===== src/rtl/and_operand_loader_if.sv =====
// Stream and packed-set bundle between the operand loader and its neighbours.
// The flush signal is present only when LOADER_FLUSH_EN is defined.
interface and_operand_loader_if #(
  parameter int WIDTH = 16
) ();
  logic [WIDTH-1:0] in_data;
  logic             in_valid;
  logic             in_ready;
  logic [WIDTH-1:0] a, b, c, d, e, f, g, h;
  logic [WIDTH-1:0] q_chk;
  logic             out_valid;
  logic             out_ready;
  logic [3:0]       fill_count;
`ifdef LOADER_FLUSH_EN
  logic             flush;
`endif

  // Master drives beats and consumes packed sets; the loader is the slave.
  modport master (
`ifdef LOADER_FLUSH_EN
    output flush,
`endif
    output in_data, in_valid, out_ready,
    input  in_ready, a, b, c, d, e, f, g, h, q_chk, out_valid, fill_count
  );

  modport slave (
`ifdef LOADER_FLUSH_EN
    input  flush,
`endif
    input  in_data, in_valid, out_ready,
    output in_ready, a, b, c, d, e, f, g, h, q_chk, out_valid, fill_count
  );
endinterface


===== src/rtl/and_operand_loader.sv =====
// Serial-to-parallel loader: packs eight WIDTH-bit beats into slots a..h and
// presents them with a registered AND cross-check. Define LOADER_FLUSH_EN for early flush.
module and_operand_loader #(
  parameter int WIDTH = 16
) (
  input  logic                  clk,
  input  logic                  rst_n,
  and_operand_loader_if.slave   bus
);

  typedef enum logic {
    FILL = 1'b0,
    FULL = 1'b1
  } state_t;

  state_t           state, state_nxt;
  logic [WIDTH-1:0] slot_q [8];
  logic [WIDTH-1:0] slot_d [8];
  logic [3:0]       cnt_q, cnt_d;
  logic [WIDTH-1:0] q_chk_q, q_chk_d;

  // NOTE: every signal written here gets a default first, so no path leaves it unassigned and no latch is inferred.
  always_comb begin
    state_nxt = state;
    slot_d    = slot_q;
    cnt_d     = cnt_q;
    q_chk_d   = q_chk_q;
    case (state)
      FILL: begin
        if (bus.in_valid) begin
          slot_d[cnt_q[2:0]] = bus.in_data;
          cnt_d              = cnt_q + 4'd1;
        end
`ifdef LOADER_FLUSH_EN
        // Pad unwritten slots with the AND identity so q_chk covers received beats only.
        if (bus.flush && (cnt_q != 4'd0)) begin
          for (int i = 0; i < 8; i++) begin
            if (4'(i) >= cnt_d) slot_d[i] = '1;
          end
          cnt_d = 4'd8;
        end
`endif
        if (cnt_d == 4'd8) begin
          state_nxt = FULL;
          q_chk_d   = '1;
          for (int i = 0; i < 8; i++) q_chk_d &= slot_d[i];
        end
      end
      FULL: begin
        // Release returns to FILL without taking a beat in the same cycle.
        if (bus.out_ready) begin
          state_nxt = FILL;
          cnt_d     = 4'd0;
        end
      end
      default: state_nxt = FILL;
    endcase
  end

  // NOTE: state registers use non-blocking assignments so all flops update together at the edge.
  always_ff @(posedge clk or negedge rst_n) begin
    if (!rst_n) begin
      state   <= FILL;
      cnt_q   <= 4'd0;
      q_chk_q <= '0;
      // NOTE: the slot array is reset because a..h are visible outputs that must read zero after reset.
      for (int i = 0; i < 8; i++) slot_q[i] <= '0;
    end else begin
      state   <= state_nxt;
      cnt_q   <= cnt_d;
      q_chk_q <= q_chk_d;
      slot_q  <= slot_d;
    end
  end

  assign bus.in_ready   = (state == FILL);
  assign bus.out_valid  = (state == FULL);
  assign bus.fill_count = cnt_q;
  assign bus.q_chk      = q_chk_q;
  assign bus.a          = slot_q[0];
  assign bus.b          = slot_q[1];
  assign bus.c          = slot_q[2];
  assign bus.d          = slot_q[3];
  assign bus.e          = slot_q[4];
  assign bus.f          = slot_q[5];
  assign bus.g          = slot_q[6];
  assign bus.h          = slot_q[7];

endmodule


===== src/flat_wrapper.sv =====
// flat-port wrapper written by rule: the top's interface ports become plain ports
module and_operand_loader_flat 
#(
  parameter int WIDTH = 16
)
  (clk, rst_n, bus_in_data, bus_in_valid, bus_out_ready, bus_in_ready, bus_a, bus_b, bus_c, bus_d, bus_e, bus_f, bus_g, bus_h, bus_q_chk, bus_out_valid, bus_fill_count);
  and_operand_loader_if #(.WIDTH(WIDTH)) bus_i ();
  input  logic clk;
  input  logic rst_n;
  input wire logic [$bits(bus_i.in_data)-1:0] bus_in_data;
  input wire logic [$bits(bus_i.in_valid)-1:0] bus_in_valid;
  input wire logic [$bits(bus_i.out_ready)-1:0] bus_out_ready;
  output wire logic [$bits(bus_i.in_ready)-1:0] bus_in_ready;
  output wire logic [$bits(bus_i.a)-1:0] bus_a;
  output wire logic [$bits(bus_i.b)-1:0] bus_b;
  output wire logic [$bits(bus_i.c)-1:0] bus_c;
  output wire logic [$bits(bus_i.d)-1:0] bus_d;
  output wire logic [$bits(bus_i.e)-1:0] bus_e;
  output wire logic [$bits(bus_i.f)-1:0] bus_f;
  output wire logic [$bits(bus_i.g)-1:0] bus_g;
  output wire logic [$bits(bus_i.h)-1:0] bus_h;
  output wire logic [$bits(bus_i.q_chk)-1:0] bus_q_chk;
  output wire logic [$bits(bus_i.out_valid)-1:0] bus_out_valid;
  output wire logic [$bits(bus_i.fill_count)-1:0] bus_fill_count;
  assign bus_i.in_data = bus_in_data;
  assign bus_i.in_valid = bus_in_valid;
  assign bus_i.out_ready = bus_out_ready;
  assign bus_in_ready = bus_i.in_ready;
  assign bus_a = bus_i.a;
  assign bus_b = bus_i.b;
  assign bus_c = bus_i.c;
  assign bus_d = bus_i.d;
  assign bus_e = bus_i.e;
  assign bus_f = bus_i.f;
  assign bus_g = bus_i.g;
  assign bus_h = bus_i.h;
  assign bus_q_chk = bus_i.q_chk;
  assign bus_out_valid = bus_i.out_valid;
  assign bus_fill_count = bus_i.fill_count;
  and_operand_loader #(.WIDTH(WIDTH)) u_core (.clk(clk), .rst_n(rst_n), .bus(bus_i));
endmodule

===== config.mk =====
export PLATFORM = sky130hd
export DESIGN_NAME = and_operand_loader_flat
export DESIGN_NICKNAME = d
export VERILOG_FILES = /design/src/rtl/and_operand_loader_if.sv /design/src/rtl/and_operand_loader.sv /design/src/flat_wrapper.sv
export SDC_FILE = /design/constraint.sdc
export NUM_CORES = 1
export LEC_CHECK = 0
export ABC_AREA = 1
export BUFFER_PORTS_ARGS = -buffer_cell sky130_fd_sc_hd__buf_2
export CELL_PAD_IN_SITES_DETAIL_PLACEMENT = 1
export CELL_PAD_IN_SITES_GLOBAL_PLACEMENT = 2
export CORE_MARGIN = 5
export CORE_UTILIZATION = 30
export DETAILED_ROUTE_END_ITERATION = 8
export GPL_TIMING_DRIVEN = 1
export PLACE_DENSITY = 0.81
export SLEW_MARGIN = 5
export SYNTH_ARGS = -nofsm -noshare
export SYNTH_HDL_FRONTEND = slang
export SYNTH_SLANG_ARGS = --single-unit

===== constraint.sdc =====
create_clock -name clk -period 2.4 [get_ports clk]
set_clock_uncertainty 0.2 [all_clocks]
set_input_delay 0.24 -clock clk [delete_from_list [all_inputs] [get_ports clk]]
set_output_delay 0.24 -clock clk [all_outputs]
set_load 0.05 [all_outputs]

==> impl_results.md, run 1 <==
* Async set or reset register ratio after synthesis at 100.0%
* Post-Syn Area at 7622 um^2
* Critical path class: reg2reg
* Largest family of logic cells by synthesized area: simple AND/OR/NAND/NOR gates
* Startpoint types: register
* Fmax at 0.4688 GHz
* Simple-Gate Fraction of Synth Area at 35.41%
* Worst EP arrival at 2250 ps
* Least-Margin Pin Slew at 607.9 ps
* RSZ-0062 raised after global routing: false
* Via/cell ratio at 5.038
* Max-Cap Viols at 0
* Cts bufs inserted at 17
* Post-Synth Adder-Cell Area at 0.1641%
* Ys Warns at 0
* GRT overflow at 0
* Die width at 169.4 um
* Outcome: finished, final reports clean
* Vias in the first global route at 8263
* Minimum clock period at 2133 ps
* Rel. slew slack at 59.47%
* Final Non-Filler Cells at 1565
* CP endpoint kind: register
* Placed cell count at 1517
* Post-synth top area cell: dfrtp_1
* Most frequent cells after synthesis: nand2_1, nor2_1, dfrtp_1
* Starting Density at 30.36%
* Area of the core at 25110 um^2
* Post-synth top area share at 48.92%
* CTS H-tree depth at 4
* Clock sink total at 149
* Max FO, Critical Path at 11
* Die Ht at 169.4 um
* Dominant synthesized flop cell: dfrtp_1
* Required @ worst endpoint at 2520 ps
* DR vias at 7885
* Seq/Total Area, Yosys at 48.92%
* WL final at 30.01 mm
* Layout area overhead at 27.10%
* Initial antenna violation count at 0
* Postcts setup bufs at 0
* Post-DP HPWL at 21.19 mm
* Largest net degree at the start of global routing at 137
* Root Driver: clkbuf_16
* Synth Register Bits at 149
* Worst-case reg-to-reg path depth at 10
* Layout Nets at 1243
* Layout cells sized above 1 at 19.51%
* Die ar. at 28690 um^2
* Drt pass-1 iters at 5
* Cells after Synth at 1054
* I/O pin cnt at 170
* Syn Area/Cell at 7.232 um^2
* Number of synthesized flops with an enable pin at 0
* Min-Delay Path Class: in2reg
* Clock Tree Buf Depth at 2
* Routed len/inst at 19.18 um
* Final ANT Viol Nets at 0
* Diode count at 0
* GP Congestion at 0.8005
* Cell with the most instances after synthesis: nand2_1
* Max Slew Vio Count at 0
* Synthesized Nets at 1075
* Main area contributors after synthesis: dfrtp_1, nand2_1, a31oi_1
* CTS tree: built
* Hold Path Depth at 3
* Drt drc at 0
* Clk pin slew, worst setup/hold paths at 60 ps
* DRT iter0 DRCs at 432
* Post-route setup TNS at 0 ps
* IO Port Bufs at 169
* Worst skew pair latency at 430 ps
* Xor and xnor fraction of the mapped netlist area at 0.1149%
* Final period util at 88.87%
* Netlist cell types at 19
* Setup violators final at 0
* Rows at 58
* Total GRT Usage at 21.06%
* Final Hold Vio Count at 0
* Mux share of post-synthesis cell area at 0%
* First-pass GRT wire length at 47.13 mm
* Compound-cell area share of the yosys netlist at 10.92%
final timing paths:
| kind | start | end | slack (ps) |
|---|---|---|---|
| setup reg to reg | u_core.bus.fill_count[0] | u_core.bus.q_chk[6] | 270 |
| setup / recovery | u_core.bus.fill_count[0] | u_core.bus.q_chk[6] | 270 |
| max in group asynchronous | rst_n | u_core.bus.q_chk[15] | 1180 |
| min in group asynchronous | rst_n | u_core.bus.a[10] | 120 |
| hold / removal | bus_in_data[6] | u_core.bus.g[6] | 10 |
| hold reg to reg | u_core.bus.q_chk[1] | u_core.bus.q_chk[1] | 280 |
worst max-delay path, cell delays in order, from the launching register on:
cell	delay [ps]
dfrtp_1	450
nand2_2	130
inv_1	280
nand2_1	270
buf_4	270
nand2_1	90
nand2_1	60
nand2_1	100
nor2_1	60
nand3_1	70
nand2_1	60
sequential cells by signal (all words and copies together), names as in the netlist, 16 cells and up:
name,cells
u_core.bus.c,16
u_core.bus.h,16
u_core.bus.a,16
u_core.bus.f,16
u_core.bus.d,16
u_core.bus.b,16
u_core.bus.q_chk,16
u_core.bus.e,16
u_core.bus.g,16
final cells by class:
cell class                      instances  area [um^2]
Inverter                               10        42.54
Sequential cell                       149         3729
Fill cell                            3168        15420
Timing Repair Buffer                  217         1315
Multi-Input combinational cell        827         3555
Clock inverter                         11        173.9
Clock buffer                           21        460.4
Tap cell                              330        412.9
logic make-up (layout without fill, tap and decap cells):
family                   count (synthesis)  after routing
AO/OA/AOI/OAI                          134            134
XOR/XNOR                                 1              1
adder cells (fa/ha/maj)                  1              1
buffers and inverters                   78            259
flip-flops                             149            149
AND/OR/NAND/NOR                        691            691
what timing repair did:
action | in CTS | in global routing
hold endpoints to repair | 96 | 0
hold buffers | 16 | 0
gates resized for setup | 0 | 0
cell usage in the layout (no fill, tap or decap), drive strengths merged:
| cell | n |
|---|---|
| nand2 | 451 |
| buf | 201 |
| nor2 | 173 |
| dfrtp | 149 |
| a31oi | 128 |
| nand3 | 66 |
| clkbuf | 21 |
| dlygate4sd3 | 16 |
| inv | 11 |
| o21ai | 5 |
| bufinv | 4 |
| clkinvlp | 3 |
| clkinv | 3 |
| xor2 | 1 |
| or2 | 1 |
| o22ai | 1 |
| ha | 1 |
routing by layer:
| layer | global-route usage [%] | up-vias | wire length, um |
|---|---|---|---|
| met2 | 37.24 | 164 | 15190 |
| met5 | 0 | - | 0 |
| met4 | 4.760 | 0 | 365 |
| li1 | - | 3807 | - |
| met1 | 26.23 | 3890 | 12970 |
| met3 | 4.868 | 24 | 1492 |
per-stage QoR:
step                hold slack, ps  utilization, %  area [um^2]  setup slack, ps
global placement             29.46           35.42         8894            301.0
floorplan                   -255.6               -         7622            227.2
finish                       13.79           38.58         9688            267.1
global route                 13.48           38.58         9688            50.41
CTS                          5.147           38.58         9688            231.6
detailed placement           34.67           35.42         8894            236.3
Power of run 1 is not shown: default switching activity piles up to over one toggle a cycle in this logic, so the estimate is an artifact.
==> run 2, diff against run 1 <==
--- a/config.mk
+++ b/config.mk
@@ -9,9 +9,10 @@
 export BUFFER_PORTS_ARGS = -buffer_cell sky130_fd_sc_hd__buf_2
 export CELL_PAD_IN_SITES_DETAIL_PLACEMENT = 1
 export CELL_PAD_IN_SITES_GLOBAL_PLACEMENT = 2
-export CORE_MARGIN = 5
+export CORE_MARGIN = 3
 export CORE_UTILIZATION = 30
 export DETAILED_ROUTE_END_ITERATION = 8
+export GPL_ROUTABILITY_DRIVEN = 0
 export GPL_TIMING_DRIVEN = 1
 export PLACE_DENSITY = 0.81
 export SLEW_MARGIN = 5
==> impl_results.md, run 2 (same netlist as run 1, synthesis figures left out) <==
* Die width at 165.4 um (was 169.4 um)
* Hold Crit Endpoint: u_core.bus.f[4] (was u_core.bus.g[6])
* Most frequent cells in the layout: nand2_1, nor2_1, buf_2 (unchanged)
* Drt pass-1 iters at 4 (was 5)
* Setup violators final at 0 (unchanged)
* HP Start: bus_in_data[4] (was bus_in_data[6])
* Startpoint types: register (unchanged)
* Via/cell ratio at 5.060 (was 5.038)
* Post-route setup TNS at 0 ps (unchanged)
* CTS tree: built (unchanged)
* Total GRT Usage at 21.99% (was 21.06%)
* Rel. slew slack at 57.21% (was 59.47%)
* Fill cells at 3111 (was 3168)
* DRT iter0 DRCs at 504 (was 432)
* Clock sink total at 149 (unchanged)
* Rows at 57 (was 58)
* CP endpoint kind: output pin (was register)
* Min-Delay Path Class: in2reg (unchanged)
* IO Port Bufs at 169 (unchanged)
* Cts bufs inserted at 17 (unchanged)
* Most common cell after layout, fill and taps aside: nand2_1 (unchanged)
* GRT overflow at 0 (unchanged)
* DR vias at 7903 (was 7885)
* Layout area overhead at 27.05% (was 27.10%)
* Minimum clock period at 2288 ps (was 2133 ps)
* Area of the core at 24680 um^2 (was 25110 um^2)
* Reg2reg end: u_core.bus.q_chk[12] (was u_core.bus.q_chk[6])
* Worst skew pair latency at 430 ps (about the same)
* Final ANT Viol Nets at 0 (unchanged)
* I/O pin cnt at 170 (unchanged)
* Post-DP HPWL at 21.04 mm (was 21.19 mm)
* Initial antenna violation count at 0 (unchanged)
* RSZ-0062 raised after global routing: false (unchanged)
* Hold_ws at 19.66 ps (was 13.79 ps)
* Hold Path Depth at 3 (unchanged)
* WL final at 29.23 mm (was 30.01 mm)
* Max-Cap Viols at 0 (unchanged)
* Final Hold Vio Count at 0 (unchanged)
* Fmax at 0.4370 GHz (was 0.4688 GHz)
* Worst-case reg-to-reg path depth at 10 (unchanged)
* Vias in the first global route at 8108 (was 8263)
* Diode count at 0 (unchanged)
* Drt drc at 0 (unchanged)
* Root Driver: clkbuf_16 (unchanged)
* Layout cells sized above 1 at 19.87% (was 19.51%)
* Multi-input logic area at 3555 um^2 (unchanged)
* Worst EP arrival at 1850 ps (was 2250 ps)
* Worst path bufs/invs at 3 (was 2)
* Clock Tree Buf Depth at 2 (unchanged)
* CTS H-tree depth at 4 (unchanged)
* Max Slew Vio Count at 0 (unchanged)
* Routed len/inst at 18.72 um (was 19.18 um)
* Outcome: finished, final reports clean (unchanged)
* Largest net degree at the start of global routing at 130 (was 137)
* Crit-path slowest cell: dfrtp_1 (unchanged)
* Crit path max-delay family: buffers and inverters (was simple AND/OR/NAND/NOR gates)
* Critical path class: reg2out (was reg2reg)
* Reg2Reg Launch Point: u_core.bus.fill_count[0] (unchanged)
* Required @ worst endpoint at 1960 ps (was 2520 ps)
* Layout Nets at 1246 (was 1243)
* Crit-path max cell delay at 470 ps (was 450 ps)
* Starting Density at 30.89% (was 30.36%)
* Worst-path cell chain: inv_6, buf_12, buf_2 (was nand2_2, inv_1, nand2_1, buf_4, nand2_1, nand2_1, nand2_1, nor2_1, nand3_1, nand2_1)
* Final period util at 95.34% (was 88.87%)
* Reg area at 3729 um^2 (unchanged)
* Die Ht at 165.4 um (was 169.4 um)
* Max FO, Critical Path at 129 (was 11)
* Clk pin slew, worst setup/hold paths at 70 ps (was 60 ps)
* Least-Margin Pin Slew at 641.9 ps (was 607.9 ps)
* Die ar. at 27360 um^2 (was 28690 um^2)
* First-pass GRT wire length at 46.02 mm (was 47.13 mm)
* Register-to-Register Setup Slack at 290 ps (was 270 ps)
-- run 2: cell count changes in the layout (fill, tap and decap cells not counted), sizes merged --
cell	delta
buf	+3
bufinv	-1
clkinvlp	+1
-- run 2: layout make-up --
class,instances,area share [%]
multi-input combinational,827,36.71
sequential,149,38.50
tap,324,4.186
clock inverter,11,1.525
inverter,10,0.4393
clock buffer,21,4.961
timing repair buffer,220,13.68
-- run 2: tightest hold or removal path, delay by kind of cell --
kind / cells / cell delay [ps]
compound gates: 1 / 70
simple gates: 1 / 110
buf+inv: 1 / 180
-- run 2: how the worst max path moves through the flow --
stage | end | start | slack [ps] | depth (start not counted)
after floorplan | u_core.bus.g[11] | u_core.bus.out_valid | 230 | 4
after global placement | u_core.bus.q_chk[12] | u_core.bus.fill_count[0] | 170 | 9
after detailed placement | u_core.bus.q_chk[9] | u_core.bus.fill_count[0] | 50 | 9
after CTS | u_core.bus.q_chk[15] | u_core.bus.fill_count[0] | 40 | 9
after global routing | bus_in_ready | u_core.bus.out_valid | 30 | 3
final | bus_in_ready | u_core.bus.out_valid | 110 | 3
-- run 2: per-layer routing --
metal  track usage (%)  routed length, um  share of wire [%]
met1             27.84              12680                 43
met2             38.63              14770                 51
met3             4.889               1445                4.9
met4             4.461                338                1.2
met5                 0                  0                  0
-- run 2: stage by stage --
stage	setup slack, ps	cell area, um^2	std cells	util [%]
after detailed placement	52.86	8866	1510	35.93
after CTS	38.72	9654	1558	39.12
after global routing	27.66	9684	1562	39.25
after floorplan	227.2	7622	1054	-
after global placement	166.6	8866	1510	35.93
final	111.9	9684	1562	39.25
-- run 2: timing repair --
| item | CTS | global route |
|---|---|---|
| gates resized for setup | 0 | 0 |
| hold buffers | 16 | 0 |
| hold endpoints to repair | 109 | 0 |
| setup buffers | 0 | 4 |
| setup endpoints to repair | 0 | 17 |
Power of run 2 is left out for the same reason.
==> run 3, diff against run 2 <==
--- a/config.mk
+++ b/config.mk
@@ -6,15 +6,15 @@
 export NUM_CORES = 1
 export LEC_CHECK = 0
 export ABC_AREA = 1
-export BUFFER_PORTS_ARGS = -buffer_cell sky130_fd_sc_hd__buf_2
 export CELL_PAD_IN_SITES_DETAIL_PLACEMENT = 1
 export CELL_PAD_IN_SITES_GLOBAL_PLACEMENT = 2
 export CORE_MARGIN = 3
-export CORE_UTILIZATION = 30
+export CORE_UTILIZATION = 38
 export DETAILED_ROUTE_END_ITERATION = 8
+export DONT_BUFFER_PORTS = 1
 export GPL_ROUTABILITY_DRIVEN = 0
 export GPL_TIMING_DRIVEN = 1
-export PLACE_DENSITY = 0.81
+export PLACE_DENSITY = 0.86
 export SLEW_MARGIN = 5
 export SYNTH_ARGS = -nofsm -noshare
 export SYNTH_HDL_FRONTEND = slang
==> constraint.sdc (replaced) <==
create_clock -name clk -period 3 [get_ports clk]
set_clock_uncertainty 0.2 [all_clocks]
set_input_delay 0.3 -clock clk [delete_from_list [all_inputs] [get_ports clk]]
set_output_delay 0.3 -clock clk [all_outputs]
set_load 0.05 [all_outputs]
==> impl_results.md, run 3 (same netlist as run 1, synthesis figures left out) <==
* Post-route setup TNS at 0 ps (unchanged)
* First-pass GRT wire length at 41.87 mm (was 46.02 mm)
* Register-to-Register Setup Slack at 300 ps (was 290 ps)
* Die ar. at 21790 um^2 (was 27360 um^2)
* Routed len/inst at 19.84 um (was 18.72 um)
* Clock Tree Buf Depth at 2 (unchanged)
* Outcome: finished, violations left (was finished, final reports clean)
* Failing checks: hold timing
* Min-Delay Path Class: in2async (was in2reg)
* Layout area overhead at 13.46% (was 27.05%)
* Final ANT Viol Nets at 0 (unchanged)
* Via/cell ratio at 5.415 (was 5.060)
* Max Slew Vio Count at 0 (unchanged)
* Critical path class: reg2reg (was reg2out)
* Root Driver: clkbuf_16 (unchanged)
* Fmax at 0.3701 GHz
* Required @ worst endpoint at 3110 ps (was 1960 ps)
* Diode count at 0 (unchanged)
* Minimum clock period at 2702 ps
* Layout Nets at 1062 (was 1246)
* Most frequent cells in the layout: nand2_1, nor2_1, dfrtp_1 (was nand2_1, nor2_1, buf_2)
* Reg2reg end: u_core.bus.q_chk[2] (was u_core.bus.q_chk[12])
* Max FO, Critical Path at 17 (was 129)
* Least-Margin Pin Slew at 771.1 ps (was 641.9 ps)
* Worst-case reg-to-reg path depth at 9 (was 10)
* Area of the core at 19590 um^2 (was 24680 um^2)
* Post-CTS Hold Buffers at 18 (was 16)
* Largest net degree at the start of global routing at 150 (was 130)
* Initial antenna violation count at 0 (unchanged)
* CP endpoint kind: register (was output pin)
* Fill cells at 2466 (was 3111)
* Vias in the first global route at 7328 (was 8108)
* RSZ-0062 raised after global routing: false (unchanged)
* Clock sink total at 149 (unchanged)
* Cts bufs inserted at 17 (unchanged)
* DRT iter0 DRCs at 386 (was 504)
* Postcts setup bufs at 0 (unchanged)
* Total GRT Usage at 24.52% (was 21.99%)
* Layout cells sized above 1 at 5.598% (was 19.87%)
* CTS H-tree depth at 4 (unchanged)
* I/O pin cnt at 170 (unchanged)
* Hold_ws at -632.5 ps (was 19.66 ps)
* Die width at 147.6 um (was 165.4 um)
* CTS tree: built (unchanged)
* Most common cell after layout, fill and taps aside: nand2_1 (unchanged)
* Setup violators final at 0 (unchanged)
* Clk pin slew, worst setup/hold paths at 70 ps (about the same)
* Rows at 51 (was 57)
* Startpoint types: register (unchanged)
* DR vias at 7143 (was 7903)
* Drt pass-1 iters at 5 (was 4)
* Post_cts resized at 0 (unchanged)
* Dpl ws at 334.3 ps (was 52.86 ps)
* Post-DP HPWL at 17.71 mm (was 21.04 mm)
* Die Ht at 147.6 um (was 165.4 um)
* Final Hold Vio Count at 149 (was 0)
* WL final at 26.17 mm (was 29.23 mm)
* GRT overflow at 0 (unchanged)
* Final period util at 90.06%
* Drt drc at 0 (unchanged)
* Setup WS post-layout at 298.3 ps (was 111.9 ps)
* Worst EP arrival at 2810 ps (was 1850 ps)
* Worst skew pair latency at 420 ps (was 430 ps)
* Max-Cap Viols at 0 (unchanged)
* IO Port Bufs at 0 (was 169)
* Rel. slew slack at 48.47% (was 57.21%)
* Reg2Reg Launch Point: u_core.bus.fill_count[1] (was u_core.bus.fill_count[0])
* Starting Density at 38.91% (was 30.89%)
==> run 3: cell types whose count changed in the layout (fill, tap and decap cells not counted), sizes merged <==
cell         previous run  this run
buf                   204        18
bufinv                  3         5
clkbuf                 21        19
clkinv                  3         5
clkinvlp                4         3
dlygate4sd3            16        18
inv                    11        10
==> run 3: worst max-delay path by stage <==
stage	startpoint	end	slack [ps]
after floorplan	u_core.bus.out_valid	u_core.bus.g[11]	830
after global placement	u_core.bus.fill_count[2]	u_core.bus.q_chk[3]	330
after detailed placement	u_core.bus.fill_count[1]	u_core.bus.q_chk[9]	330
after CTS	u_core.bus.fill_count[1]	u_core.bus.q_chk[13]	320
after global routing	u_core.bus.fill_count[1]	u_core.bus.q_chk[6]	60
final	u_core.bus.fill_count[1]	u_core.bus.q_chk[2]	300
==> run 3: worst max-delay path: stages, from the launching register on <==
cell and delay [ps]:
dfrtp_1 750, nand2_1 270, inv_1 170, nand2_2 80, nand2_1 70, nand3_1 120, nor2_4 430, inv_2 290
nand2_1 140, nand2_1 60
==> run 3: area by class of cell <==
cell class / instances / area, um^2 / area share (%)
inverters: 10 / 45.04 / 0.5208
multi-input cells: 827 / 3555 / 41.10
repair buffers: 36 / 340.3 / 3.935
well taps: 265 / 331.6 / 3.834
clock buffers: 19 / 442.9 / 5.122
flip-flops and latches: 149 / 3729 / 43.11
clock inverters: 13 / 205.2 / 2.373
==> run 3: stage by stage <==
step                hold WS, ps  util (%)  cells  instance area (um^2)
finish                   -632.5     44.15   1319                  8648
detailed placement       -191.0     39.92   1269                  7820
global placement         -190.4     39.92   1269                  7820
global route             -654.8     44.15   1319                  8648
CTS                      -649.7     44.15   1319                  8648
floorplan                -195.6         -   1054                  7622
==> run 3: routing by layer <==
| metal | track usage, % | routed length (um) | vias up |
|---|---|---|---|
| li1 | - | - | 3441 |
| met1 | 30.39 | 10820 | 3498 |
| met2 | 40.95 | 12850 | 173 |
| met3 | 7.695 | 1920 | 31 |
| met4 | 7.829 | 582 | 0 |
| met5 | 0 | 0 | - |
Power of run 3 is left out for the same reason.
